==> src/rtl/decode_queue_pkg.sv <==
// Shared constants and types for the decode queue.
// Build option: DECODE_ILLEGAL_EN turns on strict illegal-encoding detection.
package decode_queue_pkg;

    localparam int unsigned INST_TYPE_WIDTH   = 6;
    localparam int unsigned OPCODE_WIDTH      = 7;
    localparam int unsigned INSTRUCTION_WIDTH = 32;
    localparam int unsigned ADDRESS_WIDTH     = 32;
    localparam int unsigned REGISTER_WIDTH    = 5;

    localparam logic NULL    = 1'b0;
    localparam logic ENABLE  = 1'b1;
    localparam logic DISABLE = 1'b0;

    // Decoded instruction types; TypeNull doubles as NOP / illegal marker
    typedef enum logic [INST_TYPE_WIDTH-1:0] {
        TypeNull  = 6'd0,
        TypeLui   = 6'd1,
        TypeAuipc = 6'd2,
        TypeJal   = 6'd3,
        TypeJalr  = 6'd4,
        TypeBeq   = 6'd5,
        TypeBne   = 6'd6,
        TypeBlt   = 6'd7,
        TypeBge   = 6'd8,
        TypeBltu  = 6'd9,
        TypeBgeu  = 6'd10,
        TypeLb    = 6'd11,
        TypeLh    = 6'd12,
        TypeLw    = 6'd13,
        TypeLbu   = 6'd14,
        TypeLhu   = 6'd15,
        TypeSb    = 6'd16,
        TypeSh    = 6'd17,
        TypeSw    = 6'd18,
        TypeAddi  = 6'd19,
        TypeSlti  = 6'd20,
        TypeSltiu = 6'd21,
        TypeXori  = 6'd22,
        TypeOri   = 6'd23,
        TypeAndi  = 6'd24,
        TypeSlli  = 6'd25,
        TypeSrli  = 6'd26,
        TypeSrai  = 6'd27,
        TypeAdd   = 6'd28,
        TypeSub   = 6'd29,
        TypeSll   = 6'd30,
        TypeSlt   = 6'd31,
        TypeSltu  = 6'd32,
        TypeXor   = 6'd33,
        TypeSrl   = 6'd34,
        TypeSra   = 6'd35,
        TypeOr    = 6'd36,
        TypeAnd   = 6'd37
    } inst_type_e;

    // Operand/immediate layout selected by the opcode class
    typedef enum logic [2:0] {
        FmtNone,
        FmtR,
        FmtI,
        FmtShamt,
        FmtS,
        FmtB,
        FmtU,
        FmtJ
    } fmt_e;

    localparam logic [OPCODE_WIDTH-1:0] OpLui    = 7'b0110111;
    localparam logic [OPCODE_WIDTH-1:0] OpAuipc  = 7'b0010111;
    localparam logic [OPCODE_WIDTH-1:0] OpJal    = 7'b1101111;
    localparam logic [OPCODE_WIDTH-1:0] OpJalr   = 7'b1100111;
    localparam logic [OPCODE_WIDTH-1:0] OpBranch = 7'b1100011;
    localparam logic [OPCODE_WIDTH-1:0] OpLoad   = 7'b0000011;
    localparam logic [OPCODE_WIDTH-1:0] OpStore  = 7'b0100011;
    localparam logic [OPCODE_WIDTH-1:0] OpImm    = 7'b0010011;
    localparam logic [OPCODE_WIDTH-1:0] OpReg    = 7'b0110011;

endpackage

==> src/rtl/inst_decode_comb.sv <==
// Combinational RV32I decoder: instruction type, register fields and immediate.
// Build option: DECODE_ILLEGAL_EN adds illegal_o and strict funct3/funct7 checks.
module inst_decode_comb
    import decode_queue_pkg::*;
(
    input  logic [INSTRUCTION_WIDTH-1:0] inst_i,
    output logic [INST_TYPE_WIDTH-1:0]   type_o,
    output logic [REGISTER_WIDTH-1:0]    rs1_o,
    output logic [REGISTER_WIDTH-1:0]    rs2_o,
    output logic [REGISTER_WIDTH-1:0]    rd_o,
`ifdef DECODE_ILLEGAL_EN
    output logic                         illegal_o,
`endif
    output logic [INSTRUCTION_WIDTH-1:0] imm_o
);

    logic [OPCODE_WIDTH-1:0] opcode;
    logic [2:0]              funct3;
    inst_type_e              base_type;
    inst_type_e              dec_type;
    fmt_e                    base_fmt;
    fmt_e                    fmt;

    assign opcode = inst_i[6:0];
    assign funct3 = inst_i[14:12];

    // Opcode/funct3 to type and format; unrecognised encodings stay TypeNull
    always_comb begin
        base_type = TypeNull;
        base_fmt  = FmtNone;
        case (opcode)
            OpLui: begin
                base_type = TypeLui;
                base_fmt  = FmtU;
            end
            OpAuipc: begin
                base_type = TypeAuipc;
                base_fmt  = FmtU;
            end
            OpJal: begin
                base_type = TypeJal;
                base_fmt  = FmtJ;
            end
            OpJalr: begin
                base_fmt = FmtI;
                if (funct3 == 3'b000) base_type = TypeJalr;
            end
            OpBranch: begin
                base_fmt = FmtB;
                case (funct3)
                    3'b000:  base_type = TypeBeq;
                    3'b001:  base_type = TypeBne;
                    3'b100:  base_type = TypeBlt;
                    3'b101:  base_type = TypeBge;
                    3'b110:  base_type = TypeBltu;
                    3'b111:  base_type = TypeBgeu;
                    default: base_type = TypeNull;
                endcase
            end
            OpLoad: begin
                base_fmt = FmtI;
                case (funct3)
                    3'b000:  base_type = TypeLb;
                    3'b001:  base_type = TypeLh;
                    3'b010:  base_type = TypeLw;
                    3'b100:  base_type = TypeLbu;
                    3'b101:  base_type = TypeLhu;
                    default: base_type = TypeNull;
                endcase
            end
            OpStore: begin
                base_fmt = FmtS;
                case (funct3)
                    3'b000:  base_type = TypeSb;
                    3'b001:  base_type = TypeSh;
                    3'b010:  base_type = TypeSw;
                    default: base_type = TypeNull;
                endcase
            end
            OpImm: begin
                base_fmt = FmtI;
                case (funct3)
                    3'b000: base_type = TypeAddi;
                    3'b010: base_type = TypeSlti;
                    3'b011: base_type = TypeSltiu;
                    3'b100: base_type = TypeXori;
                    3'b110: base_type = TypeOri;
                    3'b111: base_type = TypeAndi;
                    3'b001: begin
                        base_type = TypeSlli;
                        base_fmt  = FmtShamt;
                    end
                    default: begin
                        base_type = inst_i[30] ? TypeSrai : TypeSrli;
                        base_fmt  = FmtShamt;
                    end
                endcase
            end
            OpReg: begin
                base_fmt = FmtR;
                case (funct3)
                    3'b000:  base_type = inst_i[30] ? TypeSub : TypeAdd;
                    3'b001:  base_type = TypeSll;
                    3'b010:  base_type = TypeSlt;
                    3'b011:  base_type = TypeSltu;
                    3'b100:  base_type = TypeXor;
                    3'b101:  base_type = inst_i[30] ? TypeSra : TypeSrl;
                    3'b110:  base_type = TypeOr;
                    default: base_type = TypeAnd;
                endcase
            end
            default: begin
                base_type = TypeNull;
                base_fmt  = FmtNone;
            end
        endcase
    end

`ifdef DECODE_ILLEGAL_EN
    logic f7_checked;
    logic f7_bad;

    // funct7 must be 0000000 or 0100000 wherever it selects between two operations
    assign f7_checked = ((opcode == OpReg) && ((funct3 == 3'b000) || (funct3 == 3'b101))) ||
                        ((opcode == OpImm) && (funct3 == 3'b101));
    assign f7_bad     = f7_checked && (inst_i[31:25] != 7'b0000000) &&
                        (inst_i[31:25] != 7'b0100000);
    assign illegal_o  = (base_type == TypeNull) || f7_bad;
    assign dec_type   = illegal_o ? TypeNull : base_type;
`else
    assign dec_type   = base_type;
`endif

    // A NULL type carries no operands, so every field reads NULL
    assign fmt    = (dec_type == TypeNull) ? FmtNone : base_fmt;
    assign type_o = dec_type;

    // Field and immediate extraction per format
    always_comb begin
        rs1_o = '0;
        rs2_o = '0;
        rd_o  = '0;
        imm_o = '0;
        case (fmt)
            FmtR: begin
                rd_o  = inst_i[11:7];
                rs1_o = inst_i[19:15];
                rs2_o = inst_i[24:20];
            end
            FmtI: begin
                rd_o  = inst_i[11:7];
                rs1_o = inst_i[19:15];
                imm_o = {{20{inst_i[31]}}, inst_i[31:20]};
            end
            FmtShamt: begin
                rd_o  = inst_i[11:7];
                rs1_o = inst_i[19:15];
                imm_o = {26'b0, inst_i[25:20]};
            end
            FmtS: begin
                rs1_o = inst_i[19:15];
                rs2_o = inst_i[24:20];
                imm_o = {{20{inst_i[31]}}, inst_i[31:25], inst_i[11:7]};
            end
            FmtB: begin
                rs1_o = inst_i[19:15];
                rs2_o = inst_i[24:20];
                imm_o = {{19{inst_i[31]}}, inst_i[31], inst_i[7], inst_i[30:25],
                         inst_i[11:8], 1'b0};
            end
            FmtU: begin
                rd_o  = inst_i[11:7];
                imm_o = {inst_i[31:12], 12'b0};
            end
            FmtJ: begin
                rd_o  = inst_i[11:7];
                imm_o = {{11{inst_i[31]}}, inst_i[31], inst_i[19:12], inst_i[20],
                         inst_i[30:21], 1'b0};
            end
            default: begin
                rd_o = '0;
            end
        endcase
    end

endmodule

==> src/rtl/decode_queue.sv <==
// Buffered decode stage: decodes pushed instructions into a circular buffer of DEPTH
// entries, popped by the dispatcher with valid/ready; a ROB flush empties it.
// Build option: DECODE_ILLEGAL_EN stores an illegal flag per entry.
module decode_queue
    import decode_queue_pkg::*;
#(
    parameter int unsigned DEPTH = 4,
    parameter int unsigned PTR_W = $clog2(DEPTH)
) (
    input  logic                         clk_in,
    input  logic                         rst_in,
    input  logic                         rdy_in,
    input  logic                         rob_flush_in,
    input  logic                         instqueue_inst_en,
    input  logic [INSTRUCTION_WIDTH-1:0] instqueue_inst_in,
    input  logic [ADDRESS_WIDTH-1:0]     instqueue_pc_in,
    output logic                         instqueue_ready_out,
    output logic                         dispatcher_en_out,
    input  logic                         dispatcher_ready_in,
    output logic [INST_TYPE_WIDTH-1:0]   dispatcher_inst_type_out,
    output logic [REGISTER_WIDTH-1:0]    dispatcher_rs1_out,
    output logic [REGISTER_WIDTH-1:0]    dispatcher_rs2_out,
    output logic [REGISTER_WIDTH-1:0]    dispatcher_rd_out,
    output logic [INSTRUCTION_WIDTH-1:0] dispatcher_imm_out,
    output logic [ADDRESS_WIDTH-1:0]     dispatcher_pc_out,
    output logic                         dispatcher_illegal_out,
    output logic [PTR_W:0]               count_out
);

    localparam logic [PTR_W:0]   CountFull = (PTR_W + 1)'(DEPTH);
    localparam logic [PTR_W:0]   CountOne  = (PTR_W + 1)'(1);
    localparam logic [PTR_W-1:0] PtrOne    = PTR_W'(1);

    logic [PTR_W-1:0] head_q, head_d;
    logic [PTR_W-1:0] tail_q, tail_d;
    logic [PTR_W:0]   count_q, count_d;
    logic             push;
    logic             pop;

    logic [INST_TYPE_WIDTH-1:0]   dec_type;
    logic [REGISTER_WIDTH-1:0]    dec_rs1;
    logic [REGISTER_WIDTH-1:0]    dec_rs2;
    logic [REGISTER_WIDTH-1:0]    dec_rd;
    logic [INSTRUCTION_WIDTH-1:0] dec_imm;

    logic [INST_TYPE_WIDTH-1:0]   type_q [DEPTH];
    logic [REGISTER_WIDTH-1:0]    rs1_q  [DEPTH];
    logic [REGISTER_WIDTH-1:0]    rs2_q  [DEPTH];
    logic [REGISTER_WIDTH-1:0]    rd_q   [DEPTH];
    logic [INSTRUCTION_WIDTH-1:0] imm_q  [DEPTH];
    logic [ADDRESS_WIDTH-1:0]     pc_q   [DEPTH];

`ifdef DECODE_ILLEGAL_EN
    logic dec_illegal;
    logic illegal_q [DEPTH];
`endif

    inst_decode_comb u_decode (
        .inst_i    (instqueue_inst_in),
        .type_o    (dec_type),
        .rs1_o     (dec_rs1),
        .rs2_o     (dec_rs2),
        .rd_o      (dec_rd),
`ifdef DECODE_ILLEGAL_EN
        .illegal_o (dec_illegal),
`endif
        .imm_o     (dec_imm)
    );

    // No pop-to-push bypass: a full buffer refuses even while popping
    assign instqueue_ready_out = (count_q != CountFull);
    assign dispatcher_en_out   = (count_q != '0);
    assign count_out           = count_q;

    assign push = !rst_in && !rob_flush_in && rdy_in && instqueue_inst_en &&
                  instqueue_ready_out;
    assign pop  = !rst_in && !rob_flush_in && rdy_in && dispatcher_en_out &&
                  dispatcher_ready_in;

    // Pointer and occupancy next state; flush drops any same-cycle push/pop
    always_comb begin
        head_d  = head_q;
        tail_d  = tail_q;
        count_d = count_q;
        if (rob_flush_in) begin
            head_d  = tail_q;
            count_d = '0;
        end else begin
            if (push) tail_d = tail_q + PtrOne;
            if (pop)  head_d = head_q + PtrOne;
            case ({push, pop})
                2'b10:   count_d = count_q + CountOne;
                2'b01:   count_d = count_q - CountOne;
                default: count_d = count_q;
            endcase
        end
    end

    // Pointer and count registers with synchronous reset
    always_ff @(posedge clk_in) begin
        if (rst_in) begin
            head_q  <= '0;
            tail_q  <= '0;
            count_q <= '0;
        end else begin
            head_q  <= head_d;
            tail_q  <= tail_d;
            count_q <= count_d;
        end
    end

    // Slot storage; contents are only observable while counted, so no reset needed
    always_ff @(posedge clk_in) begin
        if (push) begin
            type_q[tail_q]    <= dec_type;
            rs1_q[tail_q]     <= dec_rs1;
            rs2_q[tail_q]     <= dec_rs2;
            rd_q[tail_q]      <= dec_rd;
            imm_q[tail_q]     <= dec_imm;
            pc_q[tail_q]      <= instqueue_pc_in;
`ifdef DECODE_ILLEGAL_EN
            illegal_q[tail_q] <= dec_illegal;
`endif
        end
    end

    // Head entry to the dispatcher, forced to NULL while empty
    always_comb begin
        dispatcher_inst_type_out = '0;
        dispatcher_rs1_out       = '0;
        dispatcher_rs2_out       = '0;
        dispatcher_rd_out        = '0;
        dispatcher_imm_out       = '0;
        dispatcher_pc_out        = '0;
        dispatcher_illegal_out   = 1'b0;
        if (dispatcher_en_out) begin
            dispatcher_inst_type_out = type_q[head_q];
            dispatcher_rs1_out       = rs1_q[head_q];
            dispatcher_rs2_out       = rs2_q[head_q];
            dispatcher_rd_out        = rd_q[head_q];
            dispatcher_imm_out       = imm_q[head_q];
            dispatcher_pc_out        = pc_q[head_q];
`ifdef DECODE_ILLEGAL_EN
            dispatcher_illegal_out   = illegal_q[head_q];
`endif
        end
    end

endmodule

==> config.mk <==
export PLATFORM = sky130hd
export DESIGN_NAME = decode_queue
export DESIGN_NICKNAME = d
export VERILOG_FILES = /design/src/rtl/decode_queue_pkg.sv /design/src/rtl/inst_decode_comb.sv /design/src/rtl/decode_queue.sv
export SDC_FILE = /design/constraint.sdc
export NUM_CORES = 1
export LEC_CHECK = 0
export CORE_UTILIZATION = 55
export CTS_CLUSTER_DIAMETER = 40
export DETAILED_ROUTE_END_ITERATION = 8
export PLACE_DENSITY = 0.78
export SLEW_MARGIN = 0
export SYNTH_ARGS = -nofsm -noshare
export SYNTH_HDL_FRONTEND = slang
export SYNTH_SLANG_ARGS = --single-unit
==> constraint.sdc <==
create_clock -name clk_in -period 7.55 [get_ports clk_in]
set_clock_uncertainty 0.1 [all_clocks]
set_input_delay 1.51 -clock clk_in [delete_from_list [all_inputs] [get_ports clk_in]]
set_output_delay 1.51 -clock clk_in [all_outputs]
set_load 0.005 [all_outputs]
Word-level counts from Yosys, hierarchy flattened
Memory sizes are Yosys's and may differ from the RTL's. A register that Yosys moved wholly into a read port is not among the register bits.
Cells that the tools add are included.
{"block": "word_totals", "register_bits": 7, "ramBits": 340, "in_bits": 70, "output_inout_bits": 91, "wordCells": 101, "mem_count": 6}
{"memory": "imm_q", "depth": 4, "width": 32, "read_ports": 1, "rd_ports_with_merged_regs": 1, "wr": 1, "line_no": "decode_queue.sv:50", "text": "logic [INSTRUCTION_WIDTH-1:0] imm_q [DEPTH];"}
{"memory": "pc_q", "depth": 4, "width": 32, "read_ports": 1, "rd_ports_with_merged_regs": 1, "wr": 1, "line_no": "decode_queue.sv:51", "text": "logic [ADDRESS_WIDTH-1:0] pc_q [DEPTH];"}
{"memory": "type_q", "depth": 4, "width": 6, "read_ports": 1, "rd_ports_with_merged_regs": 1, "wr": 1, "line_no": "decode_queue.sv:46", "text": "logic [INST_TYPE_WIDTH-1:0] type_q [DEPTH];"}
{"memory": "rd_q", "depth": 4, "width": 5, "read_ports": 1, "rd_ports_with_merged_regs": 1, "wr": 1, "line_no": "decode_queue.sv:49", "text": "logic [REGISTER_WIDTH-1:0] rd_q [DEPTH];"}
{"memory": "rs1_q", "depth": 4, "width": 5, "read_ports": 1, "rd_ports_with_merged_regs": 1, "wr": 1, "line_no": "decode_queue.sv:47", "text": "logic [REGISTER_WIDTH-1:0] rs1_q [DEPTH];"}
{"memory": "rs2_q", "depth": 4, "width": 5, "read_ports": 1, "rd_ports_with_merged_regs": 1, "wr": 1, "line_no": "decode_queue.sv:48", "text": "logic [REGISTER_WIDTH-1:0] rs2_q [DEPTH];"}
{"block": "classes", "add_sub_neg": 4, "eq_ne": 26, "muxes": 40, "bitwise": 1, "reduce_logical": 21}
{"cell": "$pmux 32 s6", "n": 1}
{"cell": "$pmux 6 s7", "n": 2}
{"cell": "$mux 32", "n": 2}
{"cell": "$pmux 6 s9", "n": 1}
{"cell": "$mux 5", "n": 6}
{"cell": "$mux 2", "n": 14}
{"cell": "$eq 3x3->1 const B", "n": 8}
{"cell": "$pmux 4 s6", "n": 1}
{"cell": "$eq 7x6->1 const B", "n": 3}
{"cell": "$eq 7x7->1 const B", "n": 3}
{"cell": "$pmux 3 s7", "n": 1}
{"cell": "$pmux 4 s5", "n": 1}
{"cell": "$pmux 5 s3", "n": 1}
{"cell": "$eq 7x5->1 const B", "n": 2}
{"cell": "$eq 3x2->1 const B", "n": 4}
{"cell": "$reduce_or 5->1", "n": 2}
{"cell": "$eq 7x2->1 const B", "n": 1}
{"cell": "$eq 3x1->1 const B", "n": 2}
{"cell": "$logic_and 1x1->1", "n": 6}
{"cell": "$logic_not 6->1", "n": 1}
{"cell": "$mux 1", "n": 6}
{"cell": "$mux 3", "n": 2}
{"cell": "$mux 6", "n": 1}
{"cell": "$pmux 3 s2", "n": 1}
{"cell": "15 further kinds", "n": 20}

Longest topological paths before layout
{"block": "depth", "ltp_word": 9, "ltp_mapped": 12, "depth_no_buf": 11}

By module
From an unflattened synthesis, not the netlist that was laid out.
{"block": "unflattened", "hier_cells": 800, "hier_area_um2": 14584.0}
{"mod": "decode_queue", "instances": 1, "cells_each": 599, "area_each_um2": 13420.4, "seq_area_each_um2": 10390.0}
{"mod": "inst_decode_comb", "instances": 1, "cells_each": 201, "area_each_um2": 1163.6, "seq_area_each_um2": 0.0}

Least setup slack after synthesis
No wires, ideal clock.
{"block": "synth_path", "kind": "input to register", "start": "input port rst_in", "end": "memory imm_q[0][0] (enable)", "setup_time_ps": 453, "t_arrival_ps": 4284, "required_time_ps": 6997, "path_slack_ps": 2713, "cell_stages": 5, "n_path_buf": 2, "cell_sequence": "clkbuf_1 -> nor3b_1 -> and3_1 -> clkbuf_1 -> and2_1"}
{"block": "synth_via", "elab_chain_cells": 7}
{"item": "from (decl)", "line_no": "decode_queue.sv:11", "text": "input logic rst_in,"}
{"item": "$logic_not 1->1", "line_no": "decode_queue.sv:75", "text": "assign push = !rst_in && !rob_flush_in && rdy_in && instqueue_inst_en &&"}
{"item": "$logic_and 1x1->1 (4 in a row)", "line_no": "decode_queue.sv:75"}
{"item": "$mux 1", "line_no": "decode_queue.sv:114", "text": "if (push) begin"}
{"item": "$mux 1 (implied by the code)", "line_no": "decode_queue.sv:119", "text": "imm_q[tail_q] <= dec_imm;"}
{"item": "to (decl)", "line_no": "decode_queue.sv:50"}
No other way between the ends.

==> qor.yml <==
status: "finished clean"
worstRegToRegCells: 5
max_freq_mhz: 208
setup_tns_ns: 0
grt_max_degree: 88
numPortBuffers: 159
synth_ff_type: "edfxtp_1"
hp-class: "reg -> reg"
endpoint_kind: "output pin"
cts_resized: 0
leakage_nw: 5.57
area_delta_synth_final_pct: 21.4
dieArea_um2: 27800
hpwl_um: 17900
place_inst: 1286
synth_warnings: 0
wl_um: 30300
yosysTopAreaCell: "edfxtp_1"
finish.utilization: 0.687
max_stage_delay_ns: 0.71
final.fill_count: 1765
cts_max_level: 2
placementRows: 59
crit_chain: "buf_4 -> mux4_2 -> and2_1 -> clkdlybuf4s50_1"
finalNonFillerCells: 1361
clkTransAtPathRegs_ns: 0.06
routedWlPerCell_um: 22.3
clock_latency_ns: 0.52
vias: 8108
synth_cell_type_count: 68
cp.depth: 4
finalPower_mw: 4.36
nets: 1070
required_ns: 5.94
gr-usage-all-layers: 0.224
antenna_found_initial: 0
drive_above_1_share: 0.209
cts_root_buf: "clkbuf_16"
synth_area_leaders: "edfxtp_1 (68%), mux4_2 (13%), and2_1 (3.8%), a21oi_2 (1.7%), dfxtp_1 (1.2%)"
routabilityCongestion: 0.883
synth_most_common_cell: "edfxtp_1"
synthCells: 839
ys_seq_area_frac: 0.697
cp-endpoint: "dispatcher_rs2_out[0]"
die_w_um: 167
grt_pass1_vias: 8210
netlist_area_um2: 14900
synth.top_cell.area_share: 0.685
fp.dieH_um: 167
r2r-start: "count_out[0]"
fin_area_um2: 18100
start_util: 0.566
cellPowerDensity_nw_per_um2: 241
place_area_um2: 16700
drc_errors: 0
holdWs_ns: 0.451
overflow: 0
r2r_slack_ns: 4.74
antenna_left: 0
cp_data_arrival_time_ns: 3.19
drv_slew: 0
path_max_fanout: 39
critPathKind: "reg -> out"
postCtsSetupBuffers: 0
dp_slack_ns: 2.39
cap_violations: 0
finalSetupViolCount: 0
grt_pass1_wl_um: 47600
period_share: 0.636
hp-start: "tail_q[1]"
syn_nets: 915
startpoint_type: "flip-flop"
io_pins: 161
via_per_inst: 5.96
drt_iter0_markers: 721
timing.rr.end: "imm_q[0][12]"
ir_drop_v: 0.000205
synth_seq_cells: 349
fin_crit_ns: 4.80
tightestPinTransition_ns: 0.983
cts_hold_buf: 0
ys_top_cells_by_count: "edfxtp_1 (340), and2_1 (91), mux4_2 (85)"
synth_edf_count: 340
avgSynthCellArea_um2: 17.8
core_area_um2: 26400
grt_setup_unrepaired: "false"
cp_slowest_cell: "buf_4"
async_flop_share: 0
cts_buffer_depth: 3
crit_family: "buffers and inverters"
num_antenna_cells: 0
fin_ws_ns: 2.75
numClockSinks: 349
dr.pass1.iters: 5
cp_num_buf_inv: 2
hold_viol_final: 0
cts_buffers: 41
cts_tree: "done"
slew_headroom: 0.344
[worst register-to-register path: cells and delay by family, from the launching register on]
kind,cells,cell delay (ns)
and+or+nand+nor,3,1.29
buffers and inverters,2,0.68
DFF,1,0.38
[flip-flops by register name (all words and copies together) (netlist names), named ones only]
name / cells
imm_q: 128
pc_q: 128
type_q: 24
rd_q: 20
rs1_q: 20
rs2_q: 20
count_out: 3
head_q: 2
tail_q: 2
[final cells by class]
class                           count  area, µm²  share of cell area
Clock buffer                       48       1090              0.0605
Clock inverter                     27        338              0.0187
Inverter                           16       60.1             0.00332
Multi-Input combinational cell    417       4120               0.228
Sequential cell                   349      10400               0.575
Tap cell                          335        419              0.0232
Timing Repair Buffer              169       1670              0.0921
[placed cells by master, fill, tap and decap left out, drive strengths merged, types with 9 or more instances in the layout]
master,Yosys,routed
o21ai,14,14
nor2,24,24
mux4,85,85
buf,39,10
nand3,12,12
nand2,28,28
clkinv,0,11
dfxtp,9,9
a21oi,49,49
inv,16,23
clkbuf,18,48
nor2b,10,10
and2,91,91
a22oi,16,16
clkdlybuf4s50,0,159
nor3,12,12
edfxtp,340,340
[report_power, final]
part,total [mW],internal [mW],switching (mW)
Sequential,2.13,2.12,0.0123
Clock,2.04,1.26,0.776
Combinational,0.194,0.102,0.0918
Total,4.36,3.48,0.880
[per-layer routing]
metal  GRT usage  wire length (µm)  vias up
li1            -                 -     3633
met1       0.331             12900     4065
met2       0.357             14800      364
met3      0.0352              2140       46
met4      0.0519               498        0
met5           0                 0        -
[how the worst min path moves through the flow]
stage	cells past startpoint	end	slack, ns
finish	2	tail_q[1]	0.45
global route	2	tail_q[1]	0.49
CTS	2	count_out[1]	0.45
detailed placement	2	tail_q[1]	0.45
global placement	2	tail_q[1]	0.45
floorplan	2	tail_q[1]	0.41
[kinds of logic (layout without fill, tap and decap cells)]
logic type | Yosys count | after routing | synth area share
other | 1 | 1 | 0.000251
adders and majority gates | 6 | 6 | 0.00554
DFF | 349 | 349 | 0.697
xor gates and xnor gates | 6 | 6 | 0.00353
AOI/OAI and AO/OA | 110 | 110 | 0.0549
buffers and inverters | 73 | 260 | 0.0276
muxes | 87 | 87 | 0.130
and+or+nand+nor | 207 | 207 | 0.0816
Power figures use the tool's default switching activity.
